## config.mk

```make
export PLATFORM = sky130hd
export DESIGN_NAME = idu_inst_buffer
export DESIGN_NICKNAME = d
export VERILOG_FILES = /design/src/rtl/idu_inst_buffer_pkg.sv /design/src/rtl/idu_inst_buffer.sv
export SDC_FILE = /design/constraint.sdc
export NUM_CORES = 1
export LEC_CHECK = 0
export BUFFER_PORTS_ARGS = -buffer_cell sky130_fd_sc_hd__buf_2
export CAP_MARGIN = 25
export CORE_MARGIN = 3
export CORE_UTILIZATION = 45
export DETAILED_ROUTE_END_ITERATION = 6
export HOLD_SLACK_MARGIN = 0.03
export MAX_ROUTING_LAYER = met4
export PLACE_DENSITY_LB_ADDON = 0.2
export SYNTH_ARGS = -nofsm -noshare
export SYNTH_HDL_FRONTEND = slang
export SYNTH_SLANG_ARGS = --single-unit
```

## constraint.sdc

```tcl
create_clock -name clk -period 4.5 [get_ports clk]
set_input_delay 0.9 -clock clk [delete_from_list [all_inputs] [get_ports clk]]
set_output_delay 0.9 -clock clk [all_outputs]
set_load 0.005 [all_outputs]
```

## src/rtl/idu_inst_buffer_pkg.sv

```systemverilog
// idu_inst_buffer_pkg: shared widths and packet type for the decode-side instruction buffer
package idu_inst_buffer_pkg;
  localparam int XLEN = 32;
  localparam int ILEN = 32;
  typedef struct packed {
    logic [XLEN-1:0] pc;
    logic [ILEN-1:0] inst;
  } pkt_t;
endpackage

```

## src/rtl/idu_inst_buffer.sv

```systemverilog
// idu_inst_buffer: small FIFO of fetch packets between IFU and decoder, flushable on redirect
module idu_inst_buffer
  import idu_inst_buffer_pkg::*;
#(
  parameter int DEPTH = 2
) (
  input  logic                       clk,
  input  logic                       rst,
  input  logic                       if_valid,
  output logic                       if_ready,
  input  logic [XLEN-1:0]            if_pc,
  input  logic [ILEN-1:0]            if_inst,
  input  logic                       flush,
  output logic                       id_valid,
  input  logic                       id_ready,
  output logic [XLEN-1:0]            id_pc,
  output logic [ILEN-1:0]            id_inst,
  output logic                       id_misalign,
  output logic [$clog2(DEPTH+1)-1:0] count
);
  localparam int AW = $clog2(DEPTH);
  localparam int CW = $clog2(DEPTH+1);
  pkt_t          mem_q [DEPTH];
  pkt_t          head;
  logic [AW-1:0] rd_q, rd_d, wr_q, wr_d;
  logic [CW-1:0] cnt_q, cnt_d;
  logic          push, pop;
  // readiness ignores id_ready so a full buffer never accepts on a pop cycle
  assign if_ready    = (cnt_q != CW'(DEPTH)) && !flush && !rst;
  assign id_valid    = (cnt_q != '0) && !flush && !rst;
  assign push        = if_valid && if_ready;
  assign pop         = id_valid && id_ready;
  assign head        = mem_q[rd_q];
  assign id_pc       = id_valid ? head.pc : '0;
  assign id_inst     = id_valid ? head.inst : '0;
  assign id_misalign = id_valid && |head.pc[1:0];
  assign count       = cnt_q;
  always_comb begin
    rd_d  = flush ? '0 : rd_q + AW'(pop);
    wr_d  = flush ? '0 : wr_q + AW'(push);
    cnt_d = flush ? '0 : cnt_q + CW'(push) - CW'(pop);
  end
  always_ff @(posedge clk) begin
    if (rst) begin
      rd_q  <= '0;
      wr_q  <= '0;
      cnt_q <= '0;
    end else begin
      rd_q  <= rd_d;
      wr_q  <= wr_d;
      cnt_q <= cnt_d;
    end
  end
  always_ff @(posedge clk) begin
    if (push) mem_q[wr_q] <= {if_pc, if_inst};
  end
endmodule

```

# == Word level (Yosys, flattened, before mapping) ==
# Memory sizes are Yosys's and may differ from the RTL's. A register that Yosys moved wholly into a read port is not among the register bits.
# Cells that the tools add are included.
# word_totals
reg_bits,4
ramBits,128
output_inout_bits,69
memories,1
inputBits,69
# op_classes
n_mux,5
reduce_logical,12
n_eq_ne,1
n_addsub,4
# memory_table
memory,words,width,read_ports,rd_clocked_by_memory_dff,write_ports,line_no,rtl
mem_q,2,64,1,1,1,idu_inst_buffer.sv:23,pkt_t mem_q [DEPTH];
# ops
op,n
2-to-1 mux 32 bit,2
logical AND 1 bit,7
OR reduction 2 bit,2
2-to-1 mux 1 bit,3
adder 1 bit,2
adder 2 x 1 -> 2 bit,1
logical NOT 1 bit,2
"inequality test 2 bit, second input constant",1
nonzero test 2 bit,1
subtractor 2 x 1 -> 2 bit,1

# == Longest topological paths before layout ==
# Gate-level depths: netlist of run 1.
# depth
word_depth,6
mapped_depth,9
ltp_nobuf,7

# == Worst setup path after synthesis of run 1 ==
# No wires, ideal clock.
# synth_path
kind,input-to-reg
start,in rst
end,"mem mem_q[1][0] (netlist name), enable pin"
setup_slack_ns,1.273
t_arrival_ns,2.798
cell_stages,3
setup_time_ns,0.429
path_cell_list,nor2_1 and3_1 ha_1
# synth_between
elab_chain_len,5
# synth_lines
element,line_no,rtl
from (decl),idu_inst_buffer.sv:8,"input logic rst,"
logical NOT 1 bit,idu_inst_buffer.sv:29,assign if_ready = (cnt_q != CW'(DEPTH)) && !flush && !rst;
logical AND 1 bit,idu_inst_buffer.sv:29,
logical AND 1 bit,idu_inst_buffer.sv:31,assign push = if_valid && if_ready;
2-to-1 mux 1 bit,idu_inst_buffer.sv:55,"if (push) mem_q[wr_q] <= {if_pc, if_inst};"
2-to-1 mux 1 bit (not written as such),idu_inst_buffer.sv:55,
to (decl),idu_inst_buffer.sv:23,
# No other way between the ends.

# == Worst setup path in the final report of run 1 ==
# layout_path
start,"reg cnt_q[1], in the netlist count[1]"
end,out id_pc[2]
# layout_between
elab_chain_len,4
# layout_lines
element,line_no,rtl
from (decl),idu_inst_buffer.sv:26,"logic [CW-1:0] cnt_q, cnt_d;"
from (signal assigned),idu_inst_buffer.sv:51,cnt_q <= cnt_d;
nonzero test 2 bit,idu_inst_buffer.sv:30,assign id_valid = (cnt_q != '0) && !flush && !rst;
logical AND 1 bit (2 in a row),idu_inst_buffer.sv:30,
2-to-1 mux 32 bit,idu_inst_buffer.sv:34,assign id_pc = id_valid ? head.pc : '0;
to (decl),idu_inst_buffer.sv:16,"output logic [XLEN-1:0] id_pc,"
# No other way between the ends.

==> results of run 1 <==
==> final cells by class <==
| cell class | instances | area (sq um) |
|---|---|---|
| fill | 873 | 4450 |
| clock inverter | 10 | 180 |
| sequential | 132 | 3930 |
| clock buffer | 22 | 444 |
| inverter | 2 | 7.51 |
| multi-input combinational | 152 | 1220 |
| tap | 140 | 175 |
| timing repair buffer | 142 | 723 |
==> path summary, 6_finish.rpt <==
path             from      endpoint  slack (ns)  cells after the start
max reg2reg  count[0]  mem_q[1][39]        2.41                      3
min reg2reg      wr_q          wr_q        0.64                      3
min              wr_q          wr_q        0.64                      3
max          count[1]      id_pc[2]        1.39                      4
==> critical path, cell delays in order, from the launching register on <==
cell and delay, ns:
dfxtp_1 0.36, nor2_4 0.53, buf_4 0.55, nor3_1 0.15, buf_2 0.16
==> per-layer routing <==
layer | up-vias | track usage
li1 | 1481 | -
met1 | 1481 | 0.221
met2 | 110 | 0.257
met3 | 12 | 0.0529
met4 | 0 | 0.0610
met5 | - | -
==> flip-flops by register name, indices dropped and copies added (netlist names) <==
signal,cells
mem_q,128
count,2
rd_q,1
wr_q,1
==> cell usage in the layout (no fill, tap or decap) <==
cell	count
nor2_4	1
edfxtp_1	128
xnor3_1	1
clkbuf_1	5
nor3_2	7
clkinv_4	1
nand3_1	1
nor2_1	4
dfxtp_1	3
ha_4	2
nand2b_1	1
inv_1	2
buf_4	5
dfxtp_4	1
mux2i_1	64
nor3_1	59
or2_2	1
buf_2	137
mux2_2	1
clkinv_1	1
and3_1	1
clkinvlp_4	1
clkbuf_16	17
nor4_2	1
ha_1	2
nor3b_1	3
and2_1	2
clkinv_2	2
bufinv_16	5
o21ai_0	1
==> where the power goes <==
group | internal, mW | switching (mW) | leakage (nW)
Clock | 0.980 | 0.466 | 0.300
Sequential | 1.37 | 0.00579 | 1.20
Combinational | 0.0377 | 0.0564 | 0.897
Total | 2.39 | 0.529 | 2.39
==> kinds of logic (layout without fill, tap and decap cells) <==
family,count (synthesis),in the layout
simple gates,81,81
flops,132,132
fa+ha+maj,4,4
compound gates,1,1
buf+inv,25,176
xor+xnor,1,1
mux,65,65
==> metrics.txt, run 1 <==
hold slack 0.636 ns; Final period util 0.692; via/cell ratio 5.14; final net count 520; # setup viols final 0; DRC errors left 0; mux cell area share after synthesis 0.124; Layout area overhead 26.8%; Max IR drop VDD 261 uV; xor/xnor share of the synthesized area 0.00428; final core occ 0.600; Die Ht 114 um; total grt overflow 0; layout cell share with drive strength beyond 1 0.396; gpl congestion 0.728; cell area after layout 6680 sq um; Power Total 2.92 mW; detailed-route via count 3084; synthesized area 5260 sq um; Root Driver clkbuf_16; # rows 38; clock sinks 132; crit path kind reg -> out; Worst setup EP type output port; Mapped Cells 309; combinational family with the most area after synthesis multiplexers; Tightest Pin Transition 0.916 ns; Synth Area in Compound Gates 0.000951; Synth Area in Simple Gates 0.0865; top cells by count, synth edfxtp_1 (128), mux2i_1 (64), nor3_1 (59); core area 11100 sq um; CTS Buffer Depth 2; synth unique cells 23; Syn Area/Cell 17.0 sq um; Startpoint Class flip-flop; Placed Area 6050 sq um; dominant cell by count in the synthesized netlist edfxtp_1; post-synthesis net count 382; power per cell area 437 nW/um^2; DP Worst Slack 1.53 ns; # port buffers 137; CP Max Fanout 43; Detailed Route Iter0 Violations 163; Antenna Cells 0; io pins 138; Total GRT Usage 0.171; post-DR wirelength/cell 17.2 um; synth warn 0; # Post-CTS Setup Buffers 0; worst path required time 3.60 ns; CTS Buf Count 17; first-pass iteration count of the detailed router 4; Die W 114 um; FF+latch count, synth 132; CTS resizes 0; RSZ-0062 raised after global routing no; fmax 321 MHz; Slew Viols, Final 0; Max-cap violations 0; vias in the first global route 3198; H-tree lvl count 4; Synth area leader edfxtp_1; hold crit path type reg -> reg; met3 wire length 751 um; Slew HR 0.390; DIE AREA 13000 sq um; Synth top area share 0.730; Cells after DPL 568; Post-synth EDFFs 128; register area share after synthesis 0.745; Static Leak 2.39 nW; clock tree from TritonCTS done; top cells by area, synth edfxtp_1 (73%), mux2i_1 (12%), nor3_1 (5.6%); hold buffer count at cts 0; Worst Setup Slack, final 1.39 ns; Initial Util 0.473; ys flop type edfxtp_1; initial antenna violation count 0; final std cells w/o fill 600; fraction of registers with async set/reset 0; Worst-path clk slew 0.05 ns; largest net degree at the start of global routing 65; metal1 wirelength 4.54 mm; crit path time final 3.11 ns; met2 WL 4.90 mm; synthesized-area fraction occupied by adder cells 0.00951; clk_skew 0.00724 ns; CP arrival 2.21 ns; Sum Neg Setup Slack 0 ns; Hold Violations, Final 0; Top Layer Used met4; Routed Antenna Nets 0; Post-DP HPWL 6.45 mm; status finished, final reports clean; final WL 10.3 mm; first-pass GRT wire length 16.3 mm; clk_lat worst skew 0.40 ns
(Power assumes the default switching activity.)
==> inputs of run 2 (changes only) <==
==> constraint.sdc (replaced) <==
create_clock -name clk -period 3.2 [get_ports clk]
set_input_delay 0.64 -clock clk [delete_from_list [all_inputs] [get_ports clk]]
set_output_delay 0.64 -clock clk [all_outputs]
set_load 0.005 [all_outputs]
==> run 2 against run 1 <==
  * Total power up 27%
  * Cell count up 0.33%
  * Flip-flop and latch count is the same
  * First-iteration DRC count up 13%
  * Sequential share of layout area is 0.33 points higher
  * Clock-buffer cell count decreased by 2
  * Register-to-register slack got worse by 1.1 ns
  * Critical path depth rose by 1
==> metrics.txt, run 2 (same netlist as run 1, synthesis figures left out) <==
Root Driver clkbuf_16 (unchanged); # rows 38 (unchanged); P_sw 0.736 mW (was 0.529 mW); worst path required time 2.56 ns (was 3.60 ns); crit path time final 2.63 ns; first-pass iteration count of the detailed router 4 (unchanged); hold crit path type in -> reg (was reg -> reg); initial antenna violation count 0 (unchanged); Worst-path clk slew 0.05 ns (about the same); Final period util 0.822; max reg flops 128 (unchanged); commonest non-fill, non-tap cells in the layout buf_2 (137), edfxtp_1 (128), mux2i_1 (64), nor3_1 (59), clkbuf_16 (17) (unchanged); Top reg by flops mem_q (unchanged); H-tree lvl count 4 (unchanged); CP max stage delay 0.54 ns (was 0.55 ns); first-pass GRT wire length 16.4 mm (was 16.3 mm); clk_skew 0.00569 ns (was 0.00724 ns); critical-path cell list buf_2, or2_2, buf_12, nor3_1, buf_2 (was nor2_4, buf_4, nor3_1, buf_2); Max-cap violations 0 (unchanged); Fillers 870 (was 873); Post-DP HPWL 6.79 mm (was 6.45 mm); fmax 380 MHz; via/cell ratio 5.15 (was 5.14); # Post-CTS Setup Buffers 0 (unchanged); CP arrival 1.99 ns (was 2.21 ns); gpl congestion 0.740 (was 0.728); Static Leak 2.36 nW (was 2.39 nW); total grt overflow 0 (unchanged); largest net degree at the start of global routing 49 (was 65); RSZ-0062 raised after global routing no (unchanged); internal power 2.96 mW (was 2.39 mW); Routed Antenna Nets 0 (unchanged); io pins 138 (unchanged); Die W 114 um (unchanged); Power Total 3.69 mW (was 2.92 mW); sw frac 0.199 (was 0.181); power per cell area 556 nW/um^2 (was 437 nW/um^2); final net count 523 (was 520); CP Max Fanout 41 (was 43); post-DR wirelength/cell 17.3 um (was 17.2 um); status finished, final reports clean (unchanged); vias in the first global route 3235 (was 3198); Hold Violations, Final 0 (unchanged); CTS Buf Count 17 (unchanged); Sum Neg Setup Slack 0 ns (unchanged); crit-path most repeated cell buf_2; # setup viols final 0 (unchanged); commonest non-fill, non-tap cell in the layout buf_2 (unchanged); CTS Buffer Depth 2 (unchanged); clock tree from TritonCTS done (unchanged); hold buffer count at cts 0 (unchanged); Slew Viols, Final 0 (unchanged); # port buffers 137 (unchanged); Worst setup EP type output port (unchanged); Slew HR 0.579 (was 0.390); Seq pwr share 0.525 (was 0.472); Layout area overhead 26.1% (was 26.8%); DRC errors left 0 (unchanged); Comb pwr share 0.038 (was 0.032); Antenna Cells 0 (unchanged); DIE AREA 13000 sq um (unchanged); crit path kind in -> out (was reg -> out); layout cell share with drive strength beyond 1 0.398 (was 0.396); Initial Util 0.473 (unchanged); Max IR drop VDD 284 uV (was 261 uV); Total GRT Usage 0.172 (was 0.171); clock sinks 132 (unchanged); clock network fraction of total power 0.437 (was 0.496); clk_lat worst skew 0.40 ns (about the same); CTS resizes 0 (unchanged); final WL 10.4 mm (was 10.3 mm); Die Ht 114 um (unchanged); Detailed Route Iter0 Violations 185 (was 163); Startpoint Class primary input (was flip-flop); detailed-route via count 3100 (was 3084); core area 11100 sq um (unchanged); slowest cell on the critical path or2_2 (was buf_4); Tightest Pin Transition 0.631 ns (was 0.916 ns)
## run 2: cell types whose count changed in the layout (fill, tap and decap cells not counted), sizes merged
cell	delta
clkinvlp	+3
buf	+3
bufinv	-5
clkinv	+3
clkbuf	-2
## run 2: power groups by stage
stage	logic, mW	registers (mW)	clock network [mW]
after floorplan	0.0623	1.97	0
after global placement	0.135	1.97	0
after detailed placement	0.142	1.97	0
after CTS	0.142	1.94	1.65
after global routing	0.155	1.94	1.75
final	0.140	1.94	1.62
## run 2: worst paths after layout
path                            startpoint          end  slack [ns]  cells after the start
worst max-delay path                   rst    id_pc[25]        0.57                      5
worst min-delay path            if_inst[0]  mem_q[0][0]        0.43                      1
worst max register to register    count[1]     count[1]        1.35                      7
worst min register to register        wr_q         wr_q        0.64                      3
## run 2: critical path, delay by kind of cell
family,cells,cell delay (ns)
and+or+nand+nor,2,0.76
buffers and inverters,3,0.56
## run 2: metrics by stage
| stage | worst slack [ns] | cells | utilization | cell area, sq um | hold slack (ns) |
|---|---|---|---|---|---|
| after floorplan | 0.233 | 309 | - | 5260 | 0.535 |
| after global placement | 0.563 | 571 | 0.552 | 6140 | 0.614 |
| after detailed placement | 0.540 | 571 | 0.552 | 6140 | 0.639 |
| after CTS | 0.563 | 602 | 0.597 | 6640 | 0.406 |
| after global routing | 0.465 | 602 | 0.597 | 6640 | 0.407 |
| final | 0.569 | 602 | 0.597 | 6640 | 0.426 |
## run 2: area by class of cell
cell class | instances | area [sq um] | share of cell area
sequential | 132 | 3930 | 0.592
multi-input combinational | 152 | 1220 | 0.183
tap | 140 | 175 | 0.0264
clock inverter | 11 | 65.1 | 0.00980
clock buffer | 20 | 437 | 0.0658
timing repair buffer | 145 | 808 | 0.122
inverter | 2 | 7.51 | 0.00113
## run 2: per-layer routing
layer / share of wire / global-route usage / vias to the layer above
li1: - / - / 1482
met1: 0.44 / 0.223 / 1502
met2: 0.48 / 0.262 / 109
met3: 0.072 / 0.0486 / 7
met4: 0.0079 / 0.0570 / 0
met5: 0 / - / -
